**config.mk**
```make
export PLATFORM = sky130hd
export DESIGN_NAME = jam_cost_table
export DESIGN_NICKNAME = d
export VERILOG_FILES = /design/src/rtl/jam_pkg.sv /design/src/rtl/jam_cost_mem.sv /design/src/rtl/jam_cost_table.sv
export SDC_FILE = /design/constraint.sdc
export NUM_CORES = 1
export LEC_CHECK = 0
export ABC_AREA = 0
export CAP_MARGIN = 20
export CORE_MARGIN = 2
export CORE_UTILIZATION = 55
export CTS_CLUSTER_SIZE = 12
export DETAILED_ROUTE_END_ITERATION = 10
export PLACE_DENSITY = 0.75
export SYNTH_ARGS = -nofsm -noshare
export SYNTH_HDL_FRONTEND = slang
export SYNTH_HIERARCHICAL = 1
export SYNTH_SLANG_ARGS = --single-unit
```
**constraint.sdc**
```tcl
create_clock -name CLK -period 18.46 [get_ports CLK]
set_clock_uncertainty 0.2 [all_clocks]
set_input_delay 1.846 -clock CLK [delete_from_list [all_inputs] [get_ports CLK]]
set_output_delay 1.846 -clock CLK [all_outputs]
set_load 0.05 [all_outputs]
```
**src/rtl/jam_pkg.sv**
```systemverilog
// jam_pkg: widths and FSM state type shared by JAM and its cost table.
package jam_pkg;
    localparam int COST_W    = 7;
    localparam int N_WORKERS = 8;
    localparam int IDX_W     = 3;
    localparam int CHK_W     = 13;
    localparam int LB_W      = 10;
    typedef enum logic {LOAD, DONE} state_t;
endpackage

```
**src/rtl/jam_cost_mem.sv**
```systemverilog
// jam_cost_mem: 64-entry cost register file, one sync write port, one async read port.
module jam_cost_mem #(
    parameter int COST_W = 7
) (
    input  logic              CLK,
    input  logic              RST,
    input  logic              we,
    input  logic [5:0]        waddr,
    input  logic [COST_W-1:0] wdata,
    input  logic [5:0]        raddr,
    output logic [COST_W-1:0] rdata
);
    logic [COST_W-1:0] mem_q [64];

    always_ff @(posedge CLK or posedge RST)
        if (RST)
            for (int i = 0; i < 64; i++) mem_q[i] <= '0;
        else if (we)
            mem_q[waddr] <= wdata;

    assign rdata = mem_q[raddr];
endmodule

```
**src/rtl/jam_cost_table.sv**
```systemverilog
// jam_cost_table: streams in the 8x8 JAM cost matrix, serves Cost combinationally, tracks Checksum.
// Defining JAM_COST_LB_EN adds the row-minimum LowerBound; otherwise LowerBound is 0.
module jam_cost_table import jam_pkg::*; #(
    parameter int COST_W = 7
) (
    input  logic              CLK,
    input  logic              RST,
    input  logic              InValid,
    output logic              InReady,
    input  logic [COST_W-1:0] InData,
    input  logic              Clear,
    input  logic [IDX_W-1:0]  W,
    input  logic [IDX_W-1:0]  J,
    output logic [COST_W-1:0] Cost,
    output logic              Loaded,
    output logic [CHK_W-1:0]  Checksum,
    output logic [LB_W-1:0]   LowerBound
);
    state_t           state_q, state_d;
    logic [5:0]       addr_q, addr_d;
    logic [CHK_W-1:0] chk_q, chk_d;
    logic             accept;

    assign accept = InValid & InReady;

    always_ff @(posedge CLK or posedge RST)
        if (RST) begin
            state_q <= LOAD;
            addr_q  <= '0;
            chk_q   <= '0;
        end else begin
            state_q <= state_d;
            addr_q  <= addr_d;
            chk_q   <= chk_d;
        end

    always_comb begin
        state_d = Clear ? LOAD : (accept && addr_q == 6'd63) ? DONE : state_q;
        addr_d  = Clear ? '0 : accept ? addr_q + 6'd1 : addr_q;
        chk_d   = Clear ? '0 : accept ? chk_q + CHK_W'(InData) : chk_q;
    end

    always_comb begin
        InReady = state_q == LOAD && !Clear;
        Loaded  = state_q == DONE;
    end

    assign Checksum = chk_q;

    jam_cost_mem #(.COST_W(COST_W)) u_mem (
        .CLK   (CLK),
        .RST   (RST),
        .we    (accept),
        .waddr (addr_q),
        .wdata (InData),
        .raddr ({W, J}),
        .rdata (Cost)
    );

`ifdef JAM_COST_LB_EN
    logic [COST_W-1:0] rowmin_q [N_WORKERS];
    logic [COST_W-1:0] row_m;
    logic [LB_W-1:0]   lb_q;

    // Job 0 starts a fresh row minimum; job 7 folds the finished row into the bound.
    assign row_m = (addr_q[2:0] == 3'd0 || InData < rowmin_q[addr_q[5:3]]) ? InData : rowmin_q[addr_q[5:3]];

    always_ff @(posedge CLK or posedge RST)
        if (RST) begin
            for (int i = 0; i < N_WORKERS; i++) rowmin_q[i] <= '0;
            lb_q <= '0;
        end else if (Clear) begin
            lb_q <= '0;
        end else if (accept) begin
            rowmin_q[addr_q[5:3]] <= row_m;
            if (addr_q[2:0] == 3'd7) lb_q <= lb_q + LB_W'(row_m);
        end

    assign LowerBound = lb_q;
`else
    assign LowerBound = '0;
`endif
endmodule

```
# After elaboration in Yosys (flattened, before gate mapping)
# Index checks and enable logic that the tools add are counted.
# Widths: inputs -> output; s select.
[word_totals] inputBits=17 regBits=468 out_inout_bits=32 wordCells=95
[op_classes] magnitude_cmp=3 n_mux=12 n_reduce_logical=6 n_eq_ne=1 n_addsub=2 n_bitwise=4
[ops] op="$bwmux 448" n=1
[ops] op="$bmux 7 s6" n=1
[ops] op="$demux 7 s6" n=1
[ops] op="$mux 13" n=2
[ops] op="$mux 7" n=3
[ops] op="$ge 7x7->1 const B" n=2
[ops] op="$not 6->7" n=2
[ops] op="$add 13x7->13" n=1
[ops] op="$mux 6" n=2
[ops] op="$lt 7x1->1 const B" n=1
[ops] op="$add 6x1->6 const B" n=1
[ops] op="$eq 6x6->1 const B" n=1
[ops] op="$reduce_bool 2->1" n=2
[ops] op="$logic_and 1x1->1" n=3
[ops] op="$mux 1" n=2
[ops] op="$and 1x1->1" n=1
[ops] op="$logic_not 1->1" n=1
[ops] op="$not 1->1" n=1

# Longest topological paths before layout
[depth] ltp_word=6 ltp_mapped=10

# By module
# Netlist, hierarchy kept.
[by_module_without_submodules] mod="jam_cost_mem" n_inst=1 cells_per_inst=1330 seq_area_each_um2=11210.8 area_each_um2=20596.0
[by_module_without_submodules] mod="jam_cost_table" n_inst=1 cells_per_inst=140 seq_area_each_um2=500.5 area_each_um2=1287.5

# Least setup slack after synthesis
# Ideal clock, no wire load.
[synth_path] kind="input to output" start="input port J[1]" end="output port Cost[6]" t_required_ns=16.414 path_slack_ns=12.932 path_buffers=3 stages=7 arrival_ns=3.482 path_cell_list="buf_2 buf_4 buf_2 mux4_2 a22oi_1 nand3_1 a32o_1"
[synth_via] elab_chain_cells=4
[synth_lines] element="from (decl)" line_no="jam_cost_table.sv:13" text="input logic [IDX_W-1:0] J,"
[synth_lines] element="$not 6->7 (implied by the code)" line_no="jam_cost_mem.sv:21" text="assign rdata = mem_q[raddr];"
[synth_lines] element="$bmux 7 s6" line_no="jam_cost_mem.sv:21"
[synth_lines] element="$mux 7 (implied by the code) (2 in a row)" line_no="jam_cost_mem.sv:21"
[synth_lines] element="to (decl)" line_no="jam_cost_table.sv:14" text="output logic [COST_W-1:0] Cost,"
# No other way between the ends. The select of a mux whose other input is x is not followed.

# Worst setup path after layout
[layout_path] start="input port J[0]" end="output port Cost[1]"
# Same word-level chain as after synthesis.

==> results.cfg <==
[pwr]
power.density_mw_per_mm2 = 90.2
p_leak_uw = 0.0114
vdd_ir_drop_max_v = 0.0000755

[min_path]
worstHoldPathType = reg2reg
hold_start = u_mem/mem_q[360]

[clock_tree]
cts_root_buf = clkbuf_16
cts_resized = 0
clock_latency_ns = 0.58
clock-sinks = 468
cts_hold_buffers = 0
cts_tree = done
post_cts_buffers = 0
clock_path_buffers = 3
htreeDepth = 2
clk_pin_slew_ns = 0.06
numCtsBuffers = 48

[die]
chipWidth_um = 203
core_area_mm2 = 0.0395
start_util_pct = 55.5
die-area_mm2 = 0.0414
rows = 73
ios = 49
die_y_um = 203

[synth]
synth_area_leader_cell = dfrtp_1
yosys_warnings = 6
synth_edf_count = 0
synthArstFlopShare_pct = 100
ys_ff_latch = 468
yosysSeqAreaShare_pct = 53.5
synth_area_per_cell_um2 = 14.9
synth_cells = 1470
synth_ff_type = dfrtp_1
synth.area.top_cells = dfrtp_1 54%, mux2_2 23%, mux4_2 12%
yosys.cell_types.count = 58
synth_top_area_share_pct = 53.5
synthesis.area_mm2 = 0.0219

[routing]
avgRoutedWirePerCell_um = 25.5
detail-route-antenna-nets = 0
drtIter0Drc = 980
wl_mm = 51.6
vias_per_cell = 6.35
remaining_drc_errors = 0
drt_pass1_iterations = 5
vias = 12843

[grt]
overflow = 0
track_usage_pct = 25.8
grt_pass1_wl_mm = 81.0
grt_max_degree = 185
antenna_found_initial = 2
met3_usage_pct = 6.18
grt_util_met2_pct = 41.1
grt_pass1_vias = 13363
gr-usage-met1_pct = 35.5
grt.busiest_layer = met2

[timing]
tightest_slew_ns = 1.17
setup_tns_ns = 0
setup_viol_count_final = 0
slew_headroom_pct = 21.7
slew_viol_final = 0
fin_crit_ns = 7.47
grt_setup_unrepaired = no
whs_ns = 0.300
fmax_mhz = 134
period_share_pct = 40.5
finalHoldViolCount = 0

[worst_setup_path]
cp-start-kind = input port
crit_chain = buf_6 > buf_4 > mux4_2 > a22oi_1 > nand4_1 > mux2_2 > clkdlybuf4s50_1
path_buf_inv = 3
rr_startpoint = Loaded
slowest_delay_ns = 0.72
path_class = in2out
required_ns = 16.41
startpoint = J[0]
cp.depth = 7
critPathCaptureType = primary output
reg2reg_slack_ns = 15.16
crit_fanout = 55
crit_path_end = Cost[1]
cp_top_family = buffers and inverters
r2r-end = u_mem/mem_q[420]
crit_slowest_cell = buf_4
arrival_ns = 5.43
r2r_cells = 6

[job]
max_cap_violations = 0

[final_layout]
nets = 1492
area_growth_pct = 9.80
insertedDiodeCount = 0
layout-drive-gt1-share_pct = 46.1
fin_area_mm2 = 0.0240
fillers = 2991

[place]
hpwlAfterDp_mm = 32.3
io_buffers = 38
routabilityCongestion = 0.834
placed_area_mm2 = 0.0225

[outcome]
status = complete, no violations
==> per-layer routing <==
metal / vias to the layer above / part of all wire (%)
met5: - / 0.058
met4: 4 / 2.7
met3: 91 / 6.5
met2: 363 / 49
met1: 6936 / 42
li1: 5449 / -
==> where the power goes <==
part | internal (uW) | leakage [uW] | switching [uW]
Combinational | 59.4 | 0.00419 | 108
Clock | 546 | 0.000742 | 392
Sequential | 1050 | 0.00649 | 15.3
==> cells by family after synthesis <==
logic type / after synthesis / synth area share, %
muxes: 570 / 35.1
DFF: 468 / 53.5
xor gates and xnor gates: 10 / 0.400
and+or+nand+nor: 189 / 4.63
adders and majority gates: 9 / 0.549
other: 1 / 0.0171
AOI/OAI and AO/OA: 94 / 3.03
buffers and inverters: 129 / 2.80
==> placed cells by master (no fill, tap or decap), types with 8 or more instances in the layout <==
cell type,n
nand3b_1,11
mux2_2,452
nand2_1,53
conb_1,10
o22ai_1,20
nor2_1,43
clkbuf_8,15
clkbuf_1,15
a21oi_1,12
nand3_1,10
clkbuf_16,49
dfrtp_1,468
mux4_2,112
a22oi_1,16
buf_2,8
clkdlybuf4s50_1,28
nand2b_1,11
buf_4,20
ha_1,8
o21ai_0,10
==> layout make-up <==
| cell class | count | area, um^2 | area share, % |
|---|---|---|---|
| Clock inverter | 3 | 22.5 | 0.0937 |
| Multi-Input combinational cell | 882 | 9590 | 39.9 |
| Tap cell | 525 | 657 | 2.73 |
| Inverter | 7 | 33.8 | 0.141 |
| Sequential cell | 468 | 11700 | 48.7 |
| Timing Repair Buffer | 59 | 522 | 2.17 |
| Clock buffer | 79 | 1490 | 6.20 |
==> synthesized netlist by cell type, types with 5 or more instances <==
master      n
or3_1       6
dfrtp_1   468
mux2_2    452
nand2b_1   11
nor2_1     43
buf_2      25
o22ai_1    20
a22oi_1    16
nand3b_1   11
nand4_1     6
inv_1       7
nand2_1    53
buf_4      16
a211oi_1    6
nor2b_1     6
nor3b_1     5
ha_1        8
nand3_1    10
xor2_1      6
o21ai_0    10
a21oi_1    12
and3b_1     5
nor2_2      5
mux2i_1     6
buf_6       5
mux4_2    112
clkbuf_1   67
buf_1       9
==> sequential cells by signal, indices dropped and copies added (netlist names) <==
register,cells
u_mem/mem_q,448
Checksum,13
addr_q,6
Loaded,1
==> metrics by stage <==
| step | total power (uW) | std cells | utilization [%] | worst slack, ns |
|---|---|---|---|---|
| after detailed placement | 1250 | 1940 | 57.0 | 10.92 |
| final | 2170 | 2023 | 60.9 | 10.99 |
| after floorplan | 1200 | 1479 | - | 3.93 |
| after CTS | 2190 | 2022 | 60.8 | 10.93 |
| after global routing | 2240 | 2023 | 60.9 | 10.74 |
| after global placement | 1250 | 1940 | 57.0 | 10.92 |
==> how the worst min path moves through the flow <==
stage | end | cells past startpoint
final | u_mem/mem_q[360] | 1
after global routing | u_mem/mem_q[360] | 1
after floorplan | u_mem/mem_q[133] | 1
after detailed placement | u_mem/mem_q[36] | 1
after global placement | u_mem/mem_q[315] | 1
after CTS | u_mem/mem_q[36] | 1
Note: power is estimated with default switching activity, not from simulation.
